`src/rtl/pipe_skid_reg_if.sv`:
```
// Handshake bundle between a pipeline stage and its two-entry skid register.
// "slave" is the skid register; "master" is the surrounding stage logic.
interface pipe_skid_reg_if #(
    parameter int PAYLOAD_W = 70,
    parameter int CNT_W     = 16
);
    logic                 flush;
    logic                 freeze;
    logic                 in_valid;
    logic [PAYLOAD_W-1:0] in_data;
    logic                 in_ready;
    logic                 out_valid;
    logic [PAYLOAD_W-1:0] out_data;
    logic                 out_ready;
    logic [1:0]           occupancy;
    logic [CNT_W-1:0]     stall_cnt;

    modport slave (
        input  flush, freeze, in_valid, in_data, out_ready,
        output in_ready, out_valid, out_data, occupancy, stall_cnt
    );

    modport master (
        output flush, freeze, in_valid, in_data, out_ready,
        input  in_ready, out_valid, out_data, occupancy, stall_cnt
    );
endinterface

```
`src/rtl/pipe_skid_reg.sv`:
```
// Two-entry skid buffer between pipeline stages: main drives out_data, skid absorbs
// one extra entry so in_ready never depends combinationally on out_ready.
module pipe_skid_reg #(
    parameter int PAYLOAD_W = 70,
    parameter int CNT_W     = 16
) (
    input  logic           clk,
    input  logic           rst,
    pipe_skid_reg_if.slave bus
);
    typedef enum logic [1:0] {EMPTY = 2'd0, ONE = 2'd1, TWO = 2'd2} state_t;

    state_t               state, state_nxt;
    logic [PAYLOAD_W-1:0] main_q, skid_q;
    logic [CNT_W-1:0]     stall_q;
    logic                 in_ready, out_valid, in_fire, out_fire;
    logic                 ld_main, ld_skid, main_from_skid;

    // rst gates in_ready so nothing is offered as accepted while reset is held
    assign in_ready  = ~rst & (state != TWO) & ~bus.freeze & ~bus.flush;
    assign out_valid = (state != EMPTY);
    assign in_fire   = bus.in_valid & in_ready;
    assign out_fire  = out_valid & bus.out_ready;

    always_ff @(posedge clk or posedge rst) begin
        if (rst)            state <= EMPTY;
        else if (bus.flush) state <= EMPTY;
        else                state <= state_nxt;
    end

    always_comb begin
        state_nxt = state;
        case (state)
            EMPTY:   if (in_fire) state_nxt = ONE;
            ONE: begin
                if (in_fire && !out_fire)      state_nxt = TWO;
                else if (!in_fire && out_fire) state_nxt = EMPTY;
            end
            TWO:     if (out_fire) state_nxt = ONE;
            default: state_nxt = EMPTY;
        endcase
    end

    always_comb begin
        ld_main        = 1'b0;
        ld_skid        = 1'b0;
        main_from_skid = 1'b0;
        case (state)
            EMPTY: ld_main = in_fire;
            ONE: begin
                ld_main = in_fire & out_fire;
                ld_skid = in_fire & ~out_fire;
            end
            TWO: begin
                ld_main        = out_fire;
                main_from_skid = out_fire;
            end
            default: ;
        endcase
    end

    always_ff @(posedge clk or posedge rst) begin
        if (rst) begin
            main_q <= '0;
            skid_q <= '0;
        end else if (bus.flush) begin
            main_q <= '0;
            skid_q <= '0;
        end else begin
            if (ld_main) main_q <= main_from_skid ? skid_q : bus.in_data;
            if (ld_skid) skid_q <= bus.in_data;
        end
    end

    // Counts upstream-blocked cycles for performance monitoring; survives flush
    always_ff @(posedge clk or posedge rst) begin
        if (rst)
            stall_q <= '0;
        else if (bus.in_valid && !in_ready && stall_q != {CNT_W{1'b1}})
            stall_q <= stall_q + 1'b1;
    end

    assign bus.in_ready  = in_ready;
    assign bus.out_valid = out_valid;
    assign bus.out_data  = main_q;
    assign bus.occupancy = state;
    assign bus.stall_cnt = stall_q;
endmodule
```
`src/flat_wrapper.sv`:
```
// flat-port wrapper written by rule: the top's interface ports become plain ports
module pipe_skid_reg_flat 
#(
    parameter int PAYLOAD_W = 70,
    parameter int CNT_W     = 16
)
  (clk, rst, bus_flush, bus_freeze, bus_in_valid, bus_in_data, bus_out_ready, bus_in_ready, bus_out_valid, bus_out_data, bus_occupancy, bus_stall_cnt);
  pipe_skid_reg_if #(.PAYLOAD_W(PAYLOAD_W), .CNT_W(CNT_W)) bus_i ();
  input  logic clk;
  input  logic rst;
  input wire logic [$bits(bus_i.flush)-1:0] bus_flush;
  input wire logic [$bits(bus_i.freeze)-1:0] bus_freeze;
  input wire logic [$bits(bus_i.in_valid)-1:0] bus_in_valid;
  input wire logic [$bits(bus_i.in_data)-1:0] bus_in_data;
  input wire logic [$bits(bus_i.out_ready)-1:0] bus_out_ready;
  output wire logic [$bits(bus_i.in_ready)-1:0] bus_in_ready;
  output wire logic [$bits(bus_i.out_valid)-1:0] bus_out_valid;
  output wire logic [$bits(bus_i.out_data)-1:0] bus_out_data;
  output wire logic [$bits(bus_i.occupancy)-1:0] bus_occupancy;
  output wire logic [$bits(bus_i.stall_cnt)-1:0] bus_stall_cnt;
  assign bus_i.flush = bus_flush;
  assign bus_i.freeze = bus_freeze;
  assign bus_i.in_valid = bus_in_valid;
  assign bus_i.in_data = bus_in_data;
  assign bus_i.out_ready = bus_out_ready;
  assign bus_in_ready = bus_i.in_ready;
  assign bus_out_valid = bus_i.out_valid;
  assign bus_out_data = bus_i.out_data;
  assign bus_occupancy = bus_i.occupancy;
  assign bus_stall_cnt = bus_i.stall_cnt;
  pipe_skid_reg #(.PAYLOAD_W(PAYLOAD_W), .CNT_W(CNT_W)) u_core (.clk(clk), .rst(rst), .bus(bus_i));
endmodule
```
`config.mk`:
```
export PLATFORM = sky130hd
export DESIGN_NAME = pipe_skid_reg_flat
export DESIGN_NICKNAME = d
export VERILOG_FILES = /design/src/rtl/pipe_skid_reg_if.sv /design/src/rtl/pipe_skid_reg.sv /design/src/flat_wrapper.sv
export SDC_FILE = /design/constraint.sdc
export NUM_CORES = 1
export LEC_CHECK = 0
export CAP_MARGIN = 20
export CORE_UTILIZATION = 45
export CTS_BUF_LIST = sky130_fd_sc_hd__clkbuf_8
export DETAILED_ROUTE_END_ITERATION = 10
export DONT_BUFFER_PORTS = 1
export PLACE_DENSITY_LB_ADDON = 0.3
export SYNTH_ARGS = -nofsm -noshare
export SYNTH_HDL_FRONTEND = slang
export SYNTH_SLANG_ARGS = --single-unit
```
`constraint.sdc`:
```
create_clock -name clk -period 6.8 [get_ports clk]
set_input_delay 1.36 -clock clk [delete_from_list [all_inputs] [get_ports clk]]
set_output_delay 1.36 -clock clk [all_outputs]
set_load 0.01 [all_outputs]
```
==> out/qor.txt, run 1 <==
Critical Path Max Stage Delay: 0.68 ns
nets@finish: 692
Slowest cell on crit path: nor2b_4
Die W: 132 um
post-synth top area share: 52.3%
average wire per standard cell: 20.5 um
library cells used by synthesis: 37
synthesized area: 7560 um2
Bufs on Longest Clock Path: 2
RSZ-0062 raised after global routing: no
dpl ws: 2.53 ns
Post-synth EDFFs: 0
hold slack: 0.501 ns
clock tree from TritonCTS: built
Syn Inst Count: 656
Yosys warning count: 0
n_diodes: 0
first-pass GRT wire length: 28,600 um
Area contributors post-synth: dfrtp_1, a22o_1, a311oi_1, and2_1, a221oi_2
initial antenna violation count: 0
Area Overhead vs Synth: 6.31%
die height: 132 um
Final min period: 3.79 ns
htree depth: 4
Reg clk slew, reported paths: 0.08 ns
total power: 1880 uW
endpoints failing setup: 0
Max Freq: 0.264 GHz
post-DP HPWL: 10,700 um
Rows: 47
Synth Area in XOR/XNOR: 1.51%
multiplexer share of the synthesized area: 0.447%
status: complete, no violations
setup ws final: 3.01 ns
Final Cycle Share: 55.8%
drt pass-1 iters: 4
Synth area leader: dfrtp_1
Synth async-reset ratio: 100%
DRC violations left: 0
Seq cells post-synth: 158
Worst-Margin Slew: 1.03 ns
Final Max Slew Viols: 0
Power Dens Cells: 234 nW/um2
vias post-DR: 5,275
maximum vdd drop: 0.000108 V
layout cells sized above 1: 12.8%
routed vias/inst: 6.24
area of the core: 16,500 um2
CP Launch Type: input pin
Avg Cell Area, Syn: 11.5 um2
post-synthesis simple-gate area fraction: 9.43%
number of buffers created by CTS: 17
CP Max Fanout: 75
WP data required: 7.19 ns
Max Cap Viol: 0
initial core utilization: 45.9%
Pleak: 0.00336 uW
RePlAce Congestion: 0.749
post-CTS setup repair buffer count: 0
gr usage total: 20.9%
skew final: 0.0117 ns
final hold viol count: 0
I/O pin cnt: 166
post-CTS sizing: 0
antenna-violating nets left: 0
Worst slew margin: 31.1%
port bufs: 0
syn_nets: 735
sequential share of the synthesized area: 52.3%
critical path arrival: 4.18 ns
Sink Count: 158
Synth Area in Adders: 0.497%
Worst path most repeated cell: and2_1
largest net degree at the start of global routing: 107
Iter 0 DRT Violations: 350
Total Neg Setup Slack: 0 ns
complex-gate fraction of the synthesized area: 27.7%
vias in the first global route: 5,184
crit path kind: input pin to flop
Overflow after GRT: 0
Die ar.: 17,300 um2
worst hold path class: flop to flop
Clk Latency, worst-skew pair: 0.46 ns
hold buffers post-CTS: 0
Post-Route WL: 17,400 um
Critical Path End Type: flop
ys flop type: dfrtp_1
root buf cell: clkbuf_8
Filler cells: 1,520
crit-path cells: or3_1 > nor2_1 > and2_1 > ha_1 > and2_1 > nor2b_4 > buf_4 > a22o_1
largest family of logic cells by synthesized area: compound AO/OA/AOI/OAI gates
[per-stage QoR]
step	util, %	instance area, um2	cells
after floorplan	-	7560	656
after global placement	46.0	7580	812
after detailed placement	46.0	7580	812
after CTS	48.6	8000	844
after global routing	48.8	8040	846
final	48.8	8040	846
[final timing paths]
check | start | end | slack (ns) | depth (start not counted)
min in group asynchronous | rst | u_core.bus.out_data[57] | 0.89 | 1
max in group asynchronous | rst | u_core.skid_q[51] | 4.41 | 2
worst min-delay path | u_core.skid_q[1] | u_core.skid_q[1] | 0.50 | 1
worst min register to register | u_core.skid_q[1] | u_core.skid_q[1] | 0.50 | 1
worst max-delay path | bus_flush | u_core.skid_q[3] | 3.01 | 8
worst max register to register | u_core.bus.occupancy[1] | u_core.skid_q[3] | 3.68 | 8
[worst max-delay path, delay by kind of cell]
family	cells	cell delay, ns
adder cells (fa/ha/maj)	1	0.15
AO/OA/AOI/OAI	1	0.20
buffers and inverters	1	0.50
AND/OR/NAND/NOR	5	1.93
[cell usage in the layout (no fill, tap or decap), types with 5 or more instances in the layout]
cell,count
buf_4,6
a221oi_1,40
nor2_1,5
dfrtp_1,158
and2_1,74
inv_1,73
a311oi_1,70
nor4_1,5
clkbuf_8,19
a22o_1,70
a221oi_2,30
xor2_1,13
[synth_stat cells (2+ instances only)]
cell	number
inv_1	73
ha_1	3
buf_6	10
nor4_1	5
nor3_1	4
nor4b_1	3
nand3_1	3
dfrtp_1	158
a221oi_1	40
nor2_1	6
a221oi_2	30
and2_1	74
nand4_1	4
clkbuf_1	57
a311oi_1	70
nand2_1	5
and3_1	2
nor3b_1	3
xor2_1	13
o2111ai_1	2
a22o_1	70
mux2_2	3
nor2b_1	4
[state kept, by name, indices dropped and copies added, names as in the netlist]
| name | flops |
|---|---|
| u_core.skid_q | 70 |
| u_core.bus.out_data | 70 |
| u_core.bus.occupancy | 2 |
| u_core.bus.stall_cnt | 16 |
[metal layers]
layer | GRT usage, % | vias up | share of wire (%)
li1 | - | 2396 | -
met1 | 27.7 | 2665 | 43
met2 | 30.7 | 181 | 46
met3 | 7.75 | 33 | 8.3
met4 | 8.91 | 0 | 2.8
met5 | 0 | - | 0
[cells by family after synthesis]
family,after synthesis
compound gates,219
flops,158
buf+inv,143
simple gates,117
xor+xnor,13
mux,3
fa+ha+maj,3
[final cells by class]
class	count	area (um2)	share of cell area, %
clock inverters	13	165	2.06
multi-input cells	355	3020	37.6
clock buffers	19	262	3.25
inverters	73	279	3.47
well taps	220	275	3.43
flip-flops and latches	158	3950	49.2
repair buffers	8	77.6	0.965
[report_power, final]
group	switching, uW	leakage, uW	total, uW	internal (uW)
Sequential	63.2	0.00218	1040	976
Clock	357	0.000210	740	384
Combinational	63.2	0.000975	104	40.5
Power figures use the tool's default switching activity.
==> run 2, diff against run 1 <==
- ABC_AREA: not set -> 1
- clock period: 6.8 -> 3.3 ns (I/O delays scaled with it)
==> run 2 against run 1 <==
- combinational power rose to 3.3 times the previous value
- clock skew fell by 0.0010 ns
- hold slack lost 0.29 ns
- count of clock-buffer cells in the layout increased by 2
- cell area grew 4.2%
- utilization up 1.3 points
- sequential share of layout area decreased by 2.0 points
- first-iteration DRC count up 28%
- worst setup slack worse by 2.2 ns
- cell count up 41%
- largest cell class unchanged
- largest power group unchanged
==> out/qor.txt, run 2 <==
status: complete, no violations (unchanged)
worst hold path class: input pin to async pin (was flop to flop)
port bufs: 0 (unchanged)
Post-Route WL: 19,300 um (was 17,400 um)
Final Cycle Share: 75.6%
area of the core: 16,700 um2 (was 16,500 um2)
hold slack: 0.207 ns (was 0.501 ns)
Worst path most repeated cell: nand2_1 (was and2_1)
Avg Cell Area, Syn: 7.78 um2 (was 11.5 um2)
commonest non-fill, non-tap cell in the layout: nand2_1 (was dfrtp_1)
Worst-Margin Slew: 0.834 ns (was 1.03 ns)
WP data required: 3.68 ns (was 7.19 ns)
Worst slew margin: 44.4% (was 31.1%)
hold buffers post-CTS: 0 (unchanged)
vias post-DR: 6,352 (was 5,275)
Syn Inst Count: 996 (was 656)
drt pass-1 iters: 5 (was 4)
htree depth: 4 (unchanged)
Seq cells post-synth: 158 (unchanged)
die height: 133 um (was 132 um)
library cells used by synthesis: 24 (was 37)
sequential share of the synthesized area: 51.0% (was 52.3%)
RePlAce Congestion: 0.875 (was 0.749)
first-pass GRT wire length: 31,100 um (was 28,600 um)
average wire per standard cell: 16.2 um (was 20.5 um)
antenna-violating nets left: 0 (unchanged)
I/O pin cnt: 166 (unchanged)
delay-heaviest family, CP: simple AND/OR/NAND/NOR gates (unchanged)
Post-Place Cells: 1,159 (was 812)
crit path kind: flop to flop (was input pin to flop)
Die W: 133 um (was 132 um)
CP Launch Type: flop (was input pin)
syn_nets: 1,075 (was 735)
complex-gate fraction of the synthesized area: 9.47% (was 27.7%)
Area contributors post-synth: dfrtp_1, nand2_1, o21ai_0, nand4_1, nand3_1 (was dfrtp_1, a22o_1, a311oi_1, and2_1, a221oi_2)
Area Overhead vs Synth: 7.97% (was 6.31%)
skew final: 0.0107 ns (was 0.0117 ns)
Post-synth top cells: nand2_1, dfrtp_1, o21ai_0 (was dfrtp_1, and2_1, inv_1)
Total Neg Setup Slack: 0 ns (unchanged)
top-count cell post-synth: nand2_1 (was dfrtp_1)
post-synth top area share: 51.0% (was 52.3%)
nets@finish: 1,037 (was 692)
layout cells sized above 1: 6.08% (was 12.8%)
routed vias/inst: 5.33 (was 6.24)
Reg clk slew, reported paths: 0.08 ns (about the same)
endpoints failing setup: 0 (unchanged)
post-synthesis simple-gate area fraction: 29.6% (was 9.43%)
Bufs on Longest Clock Path: 2 (unchanged)
synthesized area: 7750 um2 (was 7560 um2)
Overflow after GRT: 0 (unchanged)
Synth Area in XOR/XNOR: 0.791% (was 1.51%)
R2R depth: 9 (was 8)
crit-path cells: nor2_1 > nor2_1 > ha_1 > nand2_1 > nand2_1 > inv_2 > buf_4 > nand4_1 > nand2_1 (was or3_1 > nor2_1 > and2_1 > ha_1 > and2_1 > nor2b_4 > buf_4 > a22o_1)
RR Endpoint: u_core.bus.out_data[43] (was u_core.skid_q[3])
Rows: 47 (unchanged)
Iter 0 DRT Violations: 448 (was 350)
ys flop type: dfrtp_1 (unchanged)
post-CTS setup repair buffer count: 0 (unchanged)
Synth Area in Adders: 0.484% (was 0.497%)
CP Max Fanout: 70 (was 75)
clock tree from TritonCTS: built (unchanged)
Yosys warning count: 0 (unchanged)
flop-to-flop setup slack: 0.81 ns (was 3.68 ns)
largest net degree at the start of global routing: 71 (was 107)
Clk Latency, worst-skew pair: 0.45 ns (was 0.46 ns)
maximum vdd drop: 0.000277 V (was 0.000108 V)
Final Max Slew Viols: 0 (unchanged)
root buf cell: clkbuf_8 (unchanged)
initial antenna violation count: 0 (unchanged)
number of buffers created by CTS: 17 (unchanged)
fin cells: 1,191 (was 846)
Final min period: 2.49 ns
post-CTS sizing: 0 (unchanged)
Die ar.: 17,800 um2 (was 17,300 um2)
Critical Path Max Stage Delay: 0.67 ns (was 0.68 ns)
R2R Path Start: u_core.bus.occupancy[1] (unchanged)
Sink Count: 158 (unchanged)
post-DP HPWL: 11,800 um (was 10,700 um)
Max Freq: 0.401 GHz
Synth async-reset ratio: 100% (unchanged)
Power Dens Cells: 513 nW/um2 (was 234 nW/um2)
vias in the first global route: 5,800 (was 5,184)
multiplexer share of the synthesized area: 0% (was 0.447%)
DRC violations left: 0 (unchanged)
RSZ-0062 raised after global routing: no (unchanged)
n_diodes: 0 (unchanged)
most frequent cells in the layout: nand2_1, dfrtp_1, o21ai_0, inv_1, nand3_1 (was dfrtp_1, and2_1, inv_1, a311oi_1, a22o_1)
final hold viol count: 0 (unchanged)
critical path arrival: 2.87 ns (was 4.18 ns)
Slowest cell on crit path: buf_4 (was nor2b_4)
initial core utilization: 46.4% (was 45.9%)
Max Cap Viol: 0 (unchanged)
Pleak: 0.00431 uW (was 0.00336 uW)
WP buf/inv: 2 (was 1)
gr usage total: 22.2% (was 20.9%)
Critical Path End Type: flop (unchanged)
largest family of logic cells by synthesized area: simple AND/OR/NAND/NOR gates (was compound AO/OA/AOI/OAI gates)
Synth area leader: dfrtp_1 (unchanged)
Post-synth EDFFs: 0 (unchanged)
Filler cells: 1,627 (was 1,520)
[run 2: worst max path at each step]
stage | startpoint | depth (start not counted) | to | slack (ns)
2_1_floorplan | rst | 1 | u_core.bus.occupancy[0] | 0.64
3_3_place_gp | bus_flush | 12 | u_core.bus.out_data[35] | 0.84
3_5_place_dp | bus_flush | 12 | u_core.bus.out_data[28] | 0.77
4_1_cts | u_core.bus.occupancy[1] | 9 | u_core.bus.out_data[67] | 0.82
5_1_grt | u_core.bus.occupancy[1] | 9 | u_core.bus.out_data[57] | 0.53
6_report | u_core.bus.occupancy[1] | 9 | u_core.bus.out_data[43] | 0.81
[run 2: kinds of logic (layout without fill, tap and decap cells)]
logic type      after synthesis  count (layout)
buf+inv                     162             137
compound gates              144             144
fa+ha+maj                     3               3
simple gates                522             522
xor+xnor                      7               7
flops                       158             158
[run 2: layout make-up]
cell class	instances	area, um2	share of cell area (%)
clock inverter	11	233	2.78
timing repair buffer	12	128	1.52
multi-input combinational	676	3140	37.5
inverter	93	355	4.25
clock buffer	21	289	3.45
tap	220	275	3.29
sequential	158	3950	47.2
[run 2: stage by stage]
step	area (um2)	worst slack [ns]	total power, uW	util (%)
floorplan	7760	0.639	2400	-
global placement	7850	0.844	2480	47.0
detailed placement	7850	0.774	2480	47.0
CTS	8370	0.822	4340	50.1
global route	8370	0.528	4460	50.1
finish	8370	0.806	4290	50.1
[run 2: metal layers]
layer  track usage [%]  share of wire, %
met1              30.3                46
met3              6.74               7.2
met2              33.7                46
met4              7.20               1.3
met5                 0                 0
[run 2: power breakdown]
group / total [uW] / internal, uW / switching, uW
combinational: 338 / 104 / 235
clock: 1860 / 1130 / 724
sequential: 2100 / 2000 / 104
total: 4290 / 3230 / 1060
